## config.mk

```make
export PLATFORM = sky130hd
export DESIGN_NAME = conv_gearbox_nm
export DESIGN_NICKNAME = d
export VERILOG_FILES = /design/src/rtl/conv_pkg.sv /design/src/rtl/conv_lane_pack.sv /design/src/rtl/conv_gearbox_nm.sv
export SDC_FILE = /design/constraint.sdc
export NUM_CORES = 1
export LEC_CHECK = 0
export BUFFER_PORTS_ARGS = -buffer_cell sky130_fd_sc_hd__clkbuf_2
export CAP_MARGIN = 30
export CORE_AREA = 2 2 85 87
export CTS_BUF_LIST = sky130_fd_sc_hd__clkbuf_16
export DETAILED_ROUTE_END_ITERATION = 16
export DIE_AREA = 0 0 87 89
export PLACE_DENSITY = 0.77
export SLEW_MARGIN = 20
export SYNTH_ARGS = -nofsm -noshare
export SYNTH_HDL_FRONTEND = slang
export SYNTH_HIERARCHICAL = 1
export SYNTH_SLANG_ARGS = --single-unit
```

## constraint.sdc

```tcl
create_clock -name CLK -period 4.5 [get_ports CLK]
set_clock_uncertainty 0.2 [all_clocks]
set_input_delay 0.675 -clock CLK [delete_from_list [all_inputs] [get_ports CLK]]
set_output_delay 0.675 -clock CLK [all_outputs]
set_load 0.01 [all_outputs]
```

## src/rtl/conv_pkg.sv

```systemverilog
// Shared definitions for the narrow-to-wide gearbox: mode encodings,
// default widths and the beats-per-word helpers.
package conv_pkg;

  localparam int IN_W_DEF  = 8;
  localparam int OUT_W_DEF = 32;

  localparam logic [1:0] MODE_1B = 2'd0;
  localparam logic [1:0] MODE_2B = 2'd1;
  localparam logic [1:0] MODE_4B = 2'd2;
  localparam logic [1:0] MODE_8B = 2'd3;

  // Requested beats per word (1<<mode), clamped to what the output word holds.
  function automatic int unsigned beats_for_mode(input logic [1:0] mode,
                                                 input int unsigned ratio);
    int unsigned req;
    req = 32'd1 << mode;
    return (req > ratio) ? ratio : req;
  endfunction

  function automatic logic mode_exceeds(input logic [1:0] mode,
                                        input int unsigned ratio);
    return (32'd1 << mode) > ratio;
  endfunction

endpackage

```

## src/rtl/conv_lane_pack.sv

```systemverilog
// Places one input beat into its lane of an otherwise-zero output word.
// CONV_BYTE_SWAP_EN selects MSB-first lane order instead of little-endian.
module conv_lane_pack
  import conv_pkg::*;
#(
  parameter int IN_W  = IN_W_DEF,
  parameter int OUT_W = OUT_W_DEF,
  localparam int RATIO = OUT_W / IN_W,
  localparam int CW    = $clog2(RATIO) + 1
) (
  input  logic [IN_W-1:0]  beat_i,
  input  logic [CW-1:0]    lane_i,
  output logic [OUT_W-1:0] word_o
);

  // NOTE: word_o gets a full default before the loop so no path leaves it
  // unassigned; without it this block would infer a latch.
  always_comb begin
    word_o = '0;
    for (int k = 0; k < RATIO; k++) begin
      if (lane_i == CW'(k)) begin
`ifdef CONV_BYTE_SWAP_EN
        word_o[(RATIO-1-k)*IN_W +: IN_W] = beat_i;
`else
        word_o[k*IN_W +: IN_W] = beat_i;
`endif
      end
    end
  end

endmodule

```

## src/rtl/conv_gearbox_nm.sv

```systemverilog
// Narrow-to-wide gearbox: packs IN_W beats into OUT_W words with valid/ready
// on both sides, run-time beats-per-word mode and flush. See CONV_BYTE_SWAP_EN.
module conv_gearbox_nm
  import conv_pkg::*;
#(
  parameter int IN_W  = IN_W_DEF,
  parameter int OUT_W = OUT_W_DEF,
  localparam int RATIO = OUT_W / IN_W,
  localparam int CW    = $clog2(RATIO) + 1
) (
  input  logic             CLK,
  input  logic             RESET_L,
  input  logic             ENB,
  input  logic [1:0]       MODE,
  input  logic [IN_W-1:0]  IN_DATA,
  input  logic             IN_VALID,
  output logic             IN_READY,
  input  logic             FLUSH,
  output logic [OUT_W-1:0] OUT_DATA,
  output logic             OUT_VALID,
  input  logic             OUT_READY,
  output logic [CW-1:0]    BEAT_CNT,
  output logic [OUT_W-1:0] PART,
  output logic             MODE_ERR
);

  logic [CW-1:0]    cnt_q, cnt_d;
  logic [CW-1:0]    beats_q, beats_d;
  logic [OUT_W-1:0] part_q, part_d;
  logic [OUT_W-1:0] out_data_q, out_data_d;
  logic             out_valid_q, out_valid_d;
  logic             mode_err_q, mode_err_d;

  logic             out_free;
  logic             accept;
  logic             word_start;
  logic [CW-1:0]    mode_beats;
  logic [CW-1:0]    word_beats;
  logic             last_beat;
  logic [OUT_W-1:0] lane_word;
  logic [OUT_W-1:0] merged;

  // The output register is free when empty or being read this same cycle.
  assign out_free   = !out_valid_q || OUT_READY;
  assign IN_READY   = ENB && out_free;
  assign accept     = IN_VALID && IN_READY;
  assign word_start = accept && (cnt_q == '0);

  assign mode_beats = CW'(beats_for_mode(MODE, RATIO));
  assign word_beats = word_start ? mode_beats : beats_q;
  assign last_beat  = (cnt_q == word_beats - 1'b1);

  conv_lane_pack #(
    .IN_W  (IN_W),
    .OUT_W (OUT_W)
  ) u_lane_pack (
    .beat_i (IN_DATA),
    .lane_i (cnt_q),
    .word_o (lane_word)
  );

  assign merged = part_q | lane_word;

  always_comb begin
    cnt_d       = cnt_q;
    beats_d     = beats_q;
    part_d      = part_q;
    out_data_d  = out_data_q;
    out_valid_d = out_valid_q;
    mode_err_d  = 1'b0;

    if (ENB) begin
      if (out_valid_q && OUT_READY) begin
        out_valid_d = 1'b0;
      end

      if (word_start) begin
        beats_d    = mode_beats;
        mode_err_d = mode_exceeds(MODE, RATIO);
      end

      if (accept) begin
        if (last_beat || FLUSH) begin
          out_data_d  = merged;
          out_valid_d = 1'b1;
          part_d      = '0;
          cnt_d       = '0;
        end else begin
          part_d = merged;
          cnt_d  = cnt_q + 1'b1;
        end
      end else if (FLUSH && (cnt_q != '0) && out_free) begin
        // Lanes not yet written are already zero, so PART is the padded word.
        out_data_d  = part_q;
        out_valid_d = 1'b1;
        part_d      = '0;
        cnt_d       = '0;
      end
    end
  end

  // NOTE: state registers use non-blocking assignment so every flop samples
  // the pre-edge value of every other flop, independent of statement order.
  always_ff @(posedge CLK or negedge RESET_L) begin
    if (!RESET_L) begin
      cnt_q       <= '0;
      beats_q     <= CW'(RATIO);
      part_q      <= '0;
      out_data_q  <= '0;
      out_valid_q <= 1'b0;
      mode_err_q  <= 1'b0;
    end else begin
      cnt_q       <= cnt_d;
      beats_q     <= beats_d;
      part_q      <= part_d;
      out_data_q  <= out_data_d;
      out_valid_q <= out_valid_d;
      mode_err_q  <= mode_err_d;
    end
  end

  assign OUT_DATA  = out_data_q;
  assign OUT_VALID = out_valid_q;
  assign BEAT_CNT  = cnt_q;
  assign PART      = part_q;
  assign MODE_ERR  = mode_err_q;

endmodule

```

==> flow_summary.yaml <==
status:
  status: "completed"
worst_setup_path:
  critPathSlowestCell: "nor4_1"
  path_max_fanout: 43
  crit_arrival_ns: 3.66
  cp-end-kind: "register"
  path_class: "register to register"
  worstPathCellList: "inv_1 -> ha_1 -> nand2b_4 -> nor2_1 -> mux2_2 -> inv_1 -> ha_1 -> xor2_1 -> nor4_1 -> a2111oi_4 -> a311oi_4 -> buf_4 -> a21oi_1 -> nor2_1"
  crit_family: "simple AND/OR/NAND/NOR gates"
  reg2reg_depth: 14
  critPathRequiredTime_ns: 4.56
  critPathMaxStageDelay_ns: 0.53
  critPathLaunchType: "register"
  cp.depth: 14
  crit_buf_inv: 3
grt:
  antenna_found_initial: 0
  grt_use_met3_pct: 5.91
  grt_use_met2_pct: 35.5
  gr-usage-met1_pct: 32.6
  grt_overflow: 0
  grt_pass1_wl_um: 13700
  grt_max_degree: 44
  grt_usage_pct: 23.1
  grt.busiest_layer: "met2"
  first_global_vias: 2761
timing:
  slew_headroom_pct: 48.1
  finalCriticalPeriod_ns: 3.61
  whs_ns: 0.224
  hold_viol_final: 0
  fin_setup_tns_ns: 0
  finalCritPeriodShare_pct: 80.2
  final_max_slew_viol_count: 0
  max_slew.worst_pin.slew_ns: 0.778
  rsz0062_at_grt: "no"
  max_clock_freq_mhz: 277
  finalSetupViolCount: 0
pwr:
  vdd_drop_max_uv: 306
  p_per_area_nw_per_um2: 685
  p_leak_nw: 2.09
  total_power_mw: 2.98
clock_tree:
  h-tree-depth: 3
  cts_resized: 0
  insertion_delay_ns: 0.33
  cts_setup_buffers: 0
  clock_tree.root_cell: "clkbuf_16"
  cts_sinks: 72
  cts_max_path_buffers: 2
  holdBufCountCts: 0
  cts_inserted_buffers: 9
  cts_tree: "done"
  clk_pin_slew_worst_paths_ns: 0.06
detailed_routing:
  postRouteAntennaNets: 0
  vias: 2949
  first_iter_violations: 192
  route.detailed.drc: 0
  drtPass1Iterations: 4
  routed_via_density: 5.85
  wl_per_cell_um: 16.9
  drt_wl_total_um: 8500
place:
  hpwl_um: 5620
  io_buffers: 85
  dp_cells: 488
  place_congestion: 0.972
synth:
  synthTopCellsByCount: "71 x dfrtp_1, 65 x a21oi_1, 37 x nand2_1, 36 x nor2_1, 32 x o22a_1"
  synthFlopType: "dfrtp_1"
  ys_types: 38
  ys_seq_area_share_pct: 51.4
  yosys.area.top_type: "dfrtp_1"
  syn-num-nets: 362
  syn_area_sq_um: 3500
  synthArstFlopShare_pct: 100
  yosysMostFrequentCell: "dfrtp_1"
  synth_cells: 343
  ys_ff_latch: 72
  synth_edf_count: 0
  synth_area_leaders: "dfrtp_1 51%, a21oi_1 9.3%, o22a_1 8.0%"
  yosysTopAreaCellShare_pct: 50.7
  syn_avg_cell_area_sq_um: 10.2
  yosysWarnings: 6
floorplanning:
  io_pins: 86
  core_sq_um: 6720
  start_util_pct: 52.2
  dieArea_sq_um: 7740
  fp.dieH_um: 89
  row_count: 30
  dieWidth_um: 87
layout:
  antennaDiodeCount: 0
  stdcell_count: 504
  num-fill-cells: 562
  syn_to_final_growth_pct: 24.1
  finalNetCount: 438
  layout-drive-gt1-share_pct: 31.1
job:
  drv_cap: 0
min_path:
  hold_class: "primary input to async pin"
cells in the final DEF (no fill, tap or decap), drive strengths merged:
cell,n
nand2b,3
and4,1
inv,6
nor2b,4
nand2,37
xor2,1
nand4,1
nand3,2
o21ai,3
o31ai,2
clkinv,3
dfstp,1
a22o,1
o22a,32
and4bb,13
ha,3
o31a,1
nor4,1
and2,2
a21oi,65
xnor2,1
nor2,36
and4b,8
dfrtp,71
nor4b,8
a2111oi,1
nand3b,1
a21o,2
nor4bb,3
a311oi,2
buf,10
clkbuf,93
bufinv,4
mux2,2
sequential cells by signal, indices dropped and copies added (netlist names):
register / cells
OUT_DATA: 32
OUT_VALID: 1
PART: 32
BEAT_CNT: 3
MODE_ERR: 1
beats_q: 3
where the power goes:
| group | internal [mW] | switching, mW | leakage, nW | total [mW] |
|---|---|---|---|---|
| clock network | 0.593 | 0.268 | 0.177 | 0.861 |
| logic | 0.487 | 0.603 | 0.991 | 1.09 |
| registers | 0.879 | 0.150 | 0.919 | 1.03 |
area by class of cell:
| class | count | area [sq um] | share of cell area, % |
|---|---|---|---|
| sequential | 72 | 1800 | 41.5 |
| multi-input combinational | 236 | 1550 | 35.7 |
| timing repair buffer | 94 | 513 | 11.8 |
| clock buffer | 9 | 225 | 5.18 |
| clock inverter | 7 | 134 | 3.08 |
| tap | 80 | 100 | 2.30 |
| inverter | 6 | 22.5 | 0.518 |
kinds of logic (layout without fill, tap and decap cells):
group | after synthesis | in the layout | share of synthesized area, %
compound gates | 109 | 109 | 21.0
xor+xnor | 2 | 2 | 0.500
fa+ha+maj | 3 | 3 | 1.07
buf+inv | 35 | 116 | 4.82
flops | 72 | 72 | 51.4
mux | 2 | 2 | 0.643
simple gates | 120 | 120 | 20.5
per-layer routing:
| metal | wire, um | part of all wire, % | vias to the layer above |
|---|---|---|---|
| met1 | 3740 | 44 | 1444 |
| met4 | 65 | 0.76 | 0 |
| met2 | 4110 | 48 | 105 |
| met3 | 581 | 6.8 | 7 |
| met5 | 0 | 0 | - |
| li1 | - | - | 1393 |
final timing paths:
check,from,end,slack (ns)
worst min-delay path,RESET_L,MODE_ERR$_DFF_PN0_,0.22
max in group asynchronous,RESET_L,PART[10]$_DFFE_PN0P_,2.88
worst max-delay path,BEAT_CNT[0]$_DFFE_PN0P_,PART[31]$_DFFE_PN0P_,0.89
min in group CLK,beats_q[1]$_DFFE_PN0P_,beats_q[1]$_DFFE_PN0P_,0.29
worst min register to register,beats_q[1]$_DFFE_PN0P_,beats_q[1]$_DFFE_PN0P_,0.29
worst max register to register,BEAT_CNT[0]$_DFFE_PN0P_,PART[31]$_DFFE_PN0P_,0.89
metrics by stage:
step                      cell area, sq um  worst slack, ns  util (%)
after floorplan                       3500             1.10         -
after global placement                3960            0.874      59.0
after detailed placement              3990            0.671      59.4
after CTS                             4350            0.923      64.7
after global routing                  4350            0.694      64.7
final                                 4350            0.892      64.7
(Power assumes the default switching activity.)
